`src/rtl/ex_pkg.sv`:
```
// ex_pkg: shared opcode, branch-condition and FSM-state types for the execute stage
package ex_pkg;
  typedef enum logic [3:0] {
    OP_ADD, OP_SUB, OP_AND, OP_OR, OP_XOR, OP_SLL, OP_SRL, OP_SRA,
    OP_SLT, OP_SLTU, OP_MUL, OP_DIV, OP_DIVU, OP_REM, OP_REMU
  } ex_op_e;
  typedef enum logic [2:0] {BR_EQ, BR_NE, BR_LT, BR_GE, BR_LTU, BR_GEU} br_cond_e;
  typedef enum logic [1:0] {IDLE, BUSY, DONE} ex_state_e;
  function automatic logic is_multicycle(input ex_op_e op);
    return op inside {OP_MUL, OP_DIV, OP_DIVU, OP_REM, OP_REMU};
  endfunction
endpackage

```
`src/rtl/muldiv_iter.sv`:
```
// muldiv_iter: one-bit-per-cycle shift-add multiplier and restoring divider on magnitudes
module muldiv_iter import ex_pkg::*; #(
  parameter int DATA_WIDTH = 32
) (
  input  logic                  i_clk,
  input  logic                  i_reset,
  input  logic                  i_flush,
  input  logic                  i_start,
  input  ex_op_e                i_op,
  input  logic [DATA_WIDTH-1:0] i_a,
  input  logic [DATA_WIDTH-1:0] i_b,
  output logic                  o_busy,
  output logic                  o_done,
  output logic [DATA_WIDTH-1:0] o_result
);
  localparam int CW = $clog2(DATA_WIDTH);
  ex_state_e state, state_n;
  ex_op_e op;
  logic [CW-1:0] cnt;
  logic [DATA_WIDTH-1:0] a, x, y, acc, q, dsub;
  logic [DATA_WIDTH:0] sh;
  logic neg_q, neg_r, b_zero, a_neg, b_neg, ge, is_div;
  assign a_neg = (i_op == OP_DIV || i_op == OP_REM) && i_a[DATA_WIDTH-1];
  assign b_neg = (i_op == OP_DIV || i_op == OP_REM) && i_b[DATA_WIDTH-1];
  assign sh = {acc, x[cnt]};
  assign ge = sh >= {1'b0, y};
  assign dsub = sh[DATA_WIDTH-1:0] - y;
  assign is_div = op == OP_DIV || op == OP_DIVU;
  assign o_busy = state != IDLE;
  assign o_done = state == DONE;
  // next state: start leaves IDLE, counter exhaustion ends BUSY, DONE lasts one cycle
  always_comb begin
    state_n = state;
    state_n = i_flush ? IDLE :
              state == IDLE ? (i_start ? BUSY : IDLE) :
              state == BUSY ? (cnt == '0 ? DONE : BUSY) : IDLE;
  end
  // restore signs; divide by zero and MIN/-1 fall out as the architected values
  always_comb begin
    o_result = acc;
    if (op != OP_MUL)
      o_result = b_zero ? (is_div ? '1 : a) : is_div ? (neg_q ? -q : q) : (neg_r ? -acc : acc);
  end
  // state register and bit counter
  always_ff @(posedge i_clk)
    if (i_reset || i_flush) begin
      state <= IDLE;
      cnt <= '0;
    end else begin
      state <= state_n;
      cnt <= (state == IDLE && i_start) ? CW'(DATA_WIDTH - 1) :
             (state == BUSY && cnt != '0) ? cnt - 1'b1 : cnt;
    end
  // capture magnitudes at start, then retire one operand bit per BUSY cycle
  always_ff @(posedge i_clk)
    if (state == IDLE && i_start) begin
      op <= i_op;
      a <= i_a;
      x <= a_neg ? -i_a : i_a;
      y <= b_neg ? -i_b : i_b;
      acc <= '0;
      q <= '0;
      neg_q <= a_neg ^ b_neg;
      neg_r <= a_neg;
      b_zero <= i_b == '0;
    end else if (state == BUSY) begin
      acc <= op == OP_MUL ? (acc << 1) + (x[cnt] ? y : '0) : ge ? dsub : sh[DATA_WIDTH-1:0];
      q[cnt] <= ge;
    end
endmodule

```
`src/rtl/execute_stage_mc.sv`:
```
// execute_stage_mc: EX stage with single-cycle ALU, iterative mul/div, branch compare and PC adder
module execute_stage_mc import ex_pkg::*; #(
  parameter int DATA_WIDTH = 32,
  parameter int PC_WIDTH   = 32,
  parameter bit MULDIV_EN  = 1
) (
  input  logic                  i_clk,
  input  logic                  i_reset,
  input  logic                  i_flush,
  input  logic                  i_valid,
  output logic                  o_ready,
  input  ex_op_e                i_op,
  input  logic                  i_alu_src_sel,
  input  logic                  i_br_en,
  input  br_cond_e              i_br_cond,
  input  logic [DATA_WIDTH-1:0] i_rs1_data,
  input  logic [DATA_WIDTH-1:0] i_rs2_data,
  input  logic [PC_WIDTH-1:0]   i_imm,
  input  logic [PC_WIDTH-1:0]   i_pc,
  output logic                  o_valid,
  input  logic                  i_ready,
  output logic [DATA_WIDTH-1:0] o_result,
  output logic [DATA_WIDTH-1:0] o_store_data,
  output logic [PC_WIDTH-1:0]   o_pc_target,
  output logic                  o_br_taken,
  output logic                  o_zero
);
  localparam int SW = $clog2(DATA_WIDTH);
  logic accept, mc, md_busy, md_done, eq, lt, ltu, cond, pend_br;
  logic [DATA_WIDTH-1:0] b, alu, md_result, pend_store;
  logic [PC_WIDTH-1:0] pc_t, pend_pc;
  logic [SW-1:0] shamt;
  assign b = i_alu_src_sel ? DATA_WIDTH'($signed(i_imm)) : i_rs2_data;
  assign shamt = b[SW-1:0];
  assign mc = MULDIV_EN && is_multicycle(i_op);
  assign o_ready = !md_busy && (!o_valid || i_ready);
  assign accept = i_valid && o_ready && !i_flush;
  assign pc_t = i_pc + i_imm;
  assign eq = i_rs1_data == i_rs2_data;
  assign lt = $signed(i_rs1_data) < $signed(i_rs2_data);
  assign ltu = i_rs1_data < i_rs2_data;
  // single-cycle ALU; mul/div opcodes yield 0 here
  always_comb begin
    alu = '0;
    case (i_op)
      OP_ADD:  alu = i_rs1_data + b;
      OP_SUB:  alu = i_rs1_data - b;
      OP_AND:  alu = i_rs1_data & b;
      OP_OR:   alu = i_rs1_data | b;
      OP_XOR:  alu = i_rs1_data ^ b;
      OP_SLL:  alu = i_rs1_data << shamt;
      OP_SRL:  alu = i_rs1_data >> shamt;
      OP_SRA:  alu = $signed(i_rs1_data) >>> shamt;
      OP_SLT:  alu = DATA_WIDTH'($signed(i_rs1_data) < $signed(b));
      OP_SLTU: alu = DATA_WIDTH'(i_rs1_data < b);
      default: alu = '0;
    endcase
  end
  // branch condition select on rs1/rs2
  always_comb begin
    cond = 1'b0;
    cond = i_br_cond == BR_EQ  ? eq  : i_br_cond == BR_NE ? !eq :
           i_br_cond == BR_LT  ? lt  : i_br_cond == BR_GE ? !lt :
           i_br_cond == BR_LTU ? ltu : !ltu;
  end
  if (MULDIV_EN) begin : g_md
    muldiv_iter #(.DATA_WIDTH(DATA_WIDTH)) u_muldiv (
      .i_clk(i_clk), .i_reset(i_reset), .i_flush(i_flush), .i_start(accept && mc),
      .i_op(i_op), .i_a(i_rs1_data), .i_b(b),
      .o_busy(md_busy), .o_done(md_done), .o_result(md_result)
    );
  end else begin : g_no_md
    assign md_busy = 1'b0;
    assign md_done = 1'b0;
    assign md_result = '0;
  end
  // side results of an iterative op wait here until its result lands
  always_ff @(posedge i_clk)
    if (accept) begin
      pend_store <= i_rs2_data;
      pend_pc <= pc_t;
      pend_br <= i_br_en && cond;
    end
  // output slot: load on completion, hold under backpressure, drop when consumed
  always_ff @(posedge i_clk)
    if (i_reset || i_flush) begin
      o_valid <= 1'b0;
      o_result <= '0;
      o_store_data <= '0;
      o_pc_target <= '0;
      o_br_taken <= 1'b0;
      o_zero <= 1'b0;
    end else if (md_done) begin
      o_valid <= 1'b1;
      o_result <= md_result;
      o_zero <= md_result == '0;
      o_store_data <= pend_store;
      o_pc_target <= pend_pc;
      o_br_taken <= pend_br;
    end else if (accept && !mc) begin
      o_valid <= 1'b1;
      o_result <= alu;
      o_zero <= alu == '0;
      o_store_data <= i_rs2_data;
      o_pc_target <= pc_t;
      o_br_taken <= i_br_en && cond;
    end else if (i_ready) begin
      o_valid <= 1'b0;
    end
endmodule

```
`config.mk`:
```
export PLATFORM = sky130hd
export DESIGN_NAME = execute_stage_mc
export DESIGN_NICKNAME = d
export VERILOG_FILES = /design/src/rtl/ex_pkg.sv /design/src/rtl/muldiv_iter.sv /design/src/rtl/execute_stage_mc.sv
export SDC_FILE = /design/constraint.sdc
export NUM_CORES = 2
export LEC_CHECK = 0
export ABC_CLOCK_PERIOD_IN_PS = 14050
export BUFFER_PORTS_ARGS = -buffer_cell sky130_fd_sc_hd__buf_2
export CAP_MARGIN = 25
export CORE_ASPECT_RATIO = 1.5
export CORE_UTILIZATION = 55
export DETAILED_ROUTE_END_ITERATION = 8
export PLACE_DENSITY = 0.77
export SYNTH_ARGS = -nofsm -noshare
export SYNTH_HDL_FRONTEND = slang
export SYNTH_HIERARCHICAL = 1
export SYNTH_SLANG_ARGS = --single-unit
```
`constraint.sdc`:
```
create_clock -name i_clk -period 14.05 [get_ports i_clk]
set_input_delay 2.1075 -clock i_clk [delete_from_list [all_inputs] [get_ports i_clk]]
set_output_delay 2.1075 -clock i_clk [all_outputs]
set_load 0.05 [all_outputs]
```
==> results.json <==
{
  "ant_nets": 0,
  "crit_type": "input pin to register",
  "final_nets": 4514,
  "synth.distinct_cells": 107,
  "setup_tns_ns": 0,
  "grt_pass1_vias": 32900,
  "fin_crit_ns": 8.03,
  "start_util_pct": 55.9,
  "async_flop_share_pct": 0,
  "synth_warnings": 6,
  "die_x_microns": 198,
  "pre_cts_slack_ns": 5.59,
  "whs_endpoint": "o_store_data[17]$_SDFFE_PP0P_",
  "synth_edf_count": 167,
  "die_y_microns": 297,
  "cts_setup_buffers": 0,
  "min_period_over_period_pct": 57.2,
  "clockBufferDepth": 3,
  "cts_resized": 0,
  "coreArea_sq_um": 57000,
  "finish.utilization_pct": 61.2,
  "antenna_found_initial": 13,
  "drv_cap": 0,
  "power_density_nw_per_um2": 102,
  "crit_chain": "buf_2, buf_4, mux2i_4, buf_4, inv_4, ha_1, inv_1, fa_1, nor2b_1, o211ai_1, a31oi_1, o21ai_0, mux2i_1, a2111o_1, or4_1, nor4b_2, and4_1, and4_1, nand4_1, o41ai_2",
  "max_freq_mhz": 125,
  "dr_total_vias": 34200,
  "grt-ovfl-total": 0,
  "rrSetupSlack_ns": 8.15,
  "route.detailed.drc": 0,
  "gp_congestion": 1.09,
  "synth.area.top_cells": "edfxtp_1 (16%), dfxtp_1 (11%), ha_1 (9.2%), a21oi_1 (6.6%), nor2_1 (5.2%)",
  "cts_sinks": 337,
  "min-delay-start": "pend_store[17]$_DFFE_PP_",
  "dieArea_sq_um": 58900,
  "synth.ff_latch_count": 337,
  "wirelength_mm": 150,
  "layout.cells.non_filler": 4928,
  "synthToLayoutAreaGrowth_pct": 9.64,
  "tightest_slew_ns": 1.36,
  "cts_tree": "built",
  "ios": 242,
  "synth_top_cell_by_area": "edfxtp_1",
  "cts_root_buf": "clkbuf_16",
  "first_pass_iters": 7,
  "r2r_end": "g_md.u_muldiv/acc[30]$_SDFFE_PP0P_",
  "dp.cells": 4847,
  "rr_startpoint": "g_md.u_muldiv/cnt[0]$_SDFFE_PP0P_",
  "synth.cell_area_sq_um": 31900,
  "relSlewSlack_pct": 9.13,
  "numCtsBuffers": 37,
  "num_rows": 107,
  "arrival_ns": 8.52,
  "holdBufCountCts": 0,
  "syn_nets": 4407,
  "cp_slowest_stage_delay_ns": 0.75,
  "avgRoutedWirePerCell_microns": 30.4,
  "postSynthCellCount": 4025,
  "grt_max_degree": 89,
  "setup_slack_ns": 6.02,
  "insertion_delay_ns": 0.59,
  "rsz0062_at_grt": "false",
  "slew_violations": 0,
  "status": "finished clean",
  "clk_pin_slew_ns": 0.06,
  "reg2reg_depth": 18,
  "crit_buf_inv": 5,
  "grt_first_pass_wirelength_mm": 216,
  "seq_area_frac_synth_pct": 26.4,
  "design_power_total_w": 0.00355,
  "fin_skew_ns": 0.0298,
  "setup_violations": 0,
  "drt-initial-drc-count": 3685,
  "drive_above_1_share_pct": 12.3,
  "critPathRequiredTime_ns": 14.53,
  "synth_top_area_share_pct": 15.7,
  "dp_hpwl_mm": 111,
  "cts_max_level": 2,
  "power.leakage_nw": 14.4,
  "grt_usage_pct": 50.3,
  "critPathSlowestCell": "o21ai_0",
  "ys.flop_type": "dfxtp_1",
  "via_per_inst": 6.93,
  "critPathLaunchType": "input pin",
  "report.final.hold_viol_count": 0,
  "max-vdd-ir-drop_mv": 0.102,
  "whs_path_depth": 2,
  "io_buffers": 241,
  "critPathMaxFanout": 66,
  "crit_family": "simple AND/OR/NAND/NOR gates",
  "avgSynthCellArea_sq_um": 7.91,
  "end_kind": "register",
  "hold_class": "register to register"
}
[worst register-to-register path: stages (launching register included)]
cell and delay [ns]:
dfxtp_1 0.71, mux4_2 0.60, mux2_2 0.28, a22oi_1 0.15, o2111a_1 0.20, buf_4 0.34
ha_1 0.27, inv_1 0.06, fa_1 0.41, a21o_1 0.19, a221oi_1 0.50, buf_2 0.26
or4_1 0.14, a31oi_1 0.15, a2111oi_2 0.58, o21bai_1 0.26, a21oi_1 0.24, mux2i_1 0.10
a2111oi_0 0.36
[Yosys cell counts (11+ instances only)]
master / number
a221oi_1: 21
nor4_1: 34
or4_1: 24
a31o_2: 11
nor2b_1: 29
and2_1: 19
mux2i_1: 81
o21bai_1: 21
buf_1: 28
o22ai_1: 37
xnor2_1: 111
ha_1: 235
a211oi_1: 100
mux2_2: 14
buf_2: 20
o2111ai_1: 13
or3_1: 27
edfxtp_1: 167
nor2_1: 445
o211ai_1: 39
a21o_1: 78
nand3_1: 72
o41ai_1: 16
a21oi_1: 421
mux4_2: 45
nand2b_1: 24
nand2_1: 412
inv_1: 195
o32ai_1: 11
o31ai_1: 42
o221ai_1: 20
xor2_1: 93
a22oi_1: 21
dfxtp_1: 170
a221o_1: 12
or2_2: 16
clkbuf_1: 186
o21ai_0: 236
nor3_1: 96
nand4_1: 40
and3_1: 33
o21a_1: 48
a31oi_1: 44
[layer usage]
layer	share of wire (%)	vias up	GRT usage [%]	wire [microns]
li1	-	15100	-	-
met1	33	15900	51.8	48600
met2	44	2293	77.8	66100
met3	10	868	15.0	15000
met4	13	10	54.0	19700
met5	0.044	-	0	66
[power by group]
part	leakage [nW]	internal [W]	switching, W	total (W)
sequential	2.91	0.00109	0.0000505	0.00114
clock	0.594	0.000568	0.000455	0.00102
combinational	10.9	0.000468	0.000928	0.00140
total	14.4	0.00212	0.00143	0.00355
[registers in the layout, indices dropped and copies added, names as in the netlist]
signal                cells
g_md.u_muldiv/a          32
g_md.u_muldiv/acc        32
g_md.u_muldiv/q          32
g_md.u_muldiv/y          32
o_pc_target              32
o_result                 32
o_store_data             32
pend_pc                  32
pend_store               32
g_md.u_muldiv/x          31
g_md.u_muldiv/cnt         5
g_md.u_muldiv/op          4
g_md.u_muldiv/state       2
g_md.u_muldiv/b_zero      1
g_md.u_muldiv/neg_q       1
g_md.u_muldiv/neg_r       1
o_br_taken                1
o_valid                   1
o_zero                    1
pend_br                   1
[layout by cell type, fill, tap and decap left out, types with 37 or more instances in the layout]
master	netlist	final
nor2_1	445	445
a21oi_1	421	421
nand2_1	412	411
buf_2	20	242
ha_1	235	235
o21ai_0	236	234
inv_1	195	195
dfxtp_1	170	170
edfxtp_1	167	167
xnor2_1	111	111
a211oi_1	100	100
nor3_1	96	94
xor2_1	93	93
mux2i_1	81	79
a21o_1	78	78
nand3_1	72	72
buf_4	2	66
o21a_1	48	48
mux4_2	45	45
a31oi_1	44	44
o31ai_1	42	42
nand4_1	40	40
clkbuf_16	0	40
o211ai_1	39	39
o22ai_1	37	37
[worst max-delay path by stage]
stage	startpoint	endpoint	slack (ns)	cells past startpoint
floorplan	i_ready	g_md.u_muldiv/a[0]$_DFFE_PP_	0.75	7
detailed placement	i_alu_src_sel	o_zero$_SDFFE_PP0P_	5.59	20
global route	i_alu_src_sel	o_zero$_SDFFE_PP0P_	5.83	20
CTS	i_alu_src_sel	o_zero$_SDFFE_PP0P_	6.18	20
global placement	i_alu_src_sel	o_zero$_SDFFE_PP0P_	5.61	20
finish	i_alu_src_sel	o_zero$_SDFFE_PP0P_	6.02	20
[cell families after synthesis]
| kind of cell | after synthesis | synth area share, % |
|---|---|---|
| DFF | 337 | 26.4 |
| buffers and inverters | 447 | 5.56 |
| AOI/OAI and AO/OA | 1328 | 27.0 |
| muxes | 148 | 6.74 |
| xor gates and xnor gates | 204 | 5.61 |
| and+or+nand+nor | 1321 | 19.1 |
| adders and majority gates | 240 | 9.54 |
[per-stage QoR]
| stage | area (sq um) | hold WS, ns |
|---|---|---|
| 2_1_floorplan | 31900 | 0.447 |
| 3_3_place_gp | 33600 | 0.454 |
| 3_5_place_dp | 33600 | 0.470 |
| 4_1_cts | 34800 | 0.485 |
| 5_1_grt | 34900 | 0.505 |
| 6_report | 34900 | 0.483 |
[cell type report]
type                            count  area, sq um
Inverter                          203          767
Multi-Input combinational cell   3241        21800
Fill cell                        5172        22100
Sequential cell                   337         8420
Clock inverter                     15          150
Timing Repair Buffer              312         1740
Clock buffer                       52         1090
Tap cell                          763          955
Antenna cell                        5         12.5
Note: power is estimated with default switching activity, not from simulation.
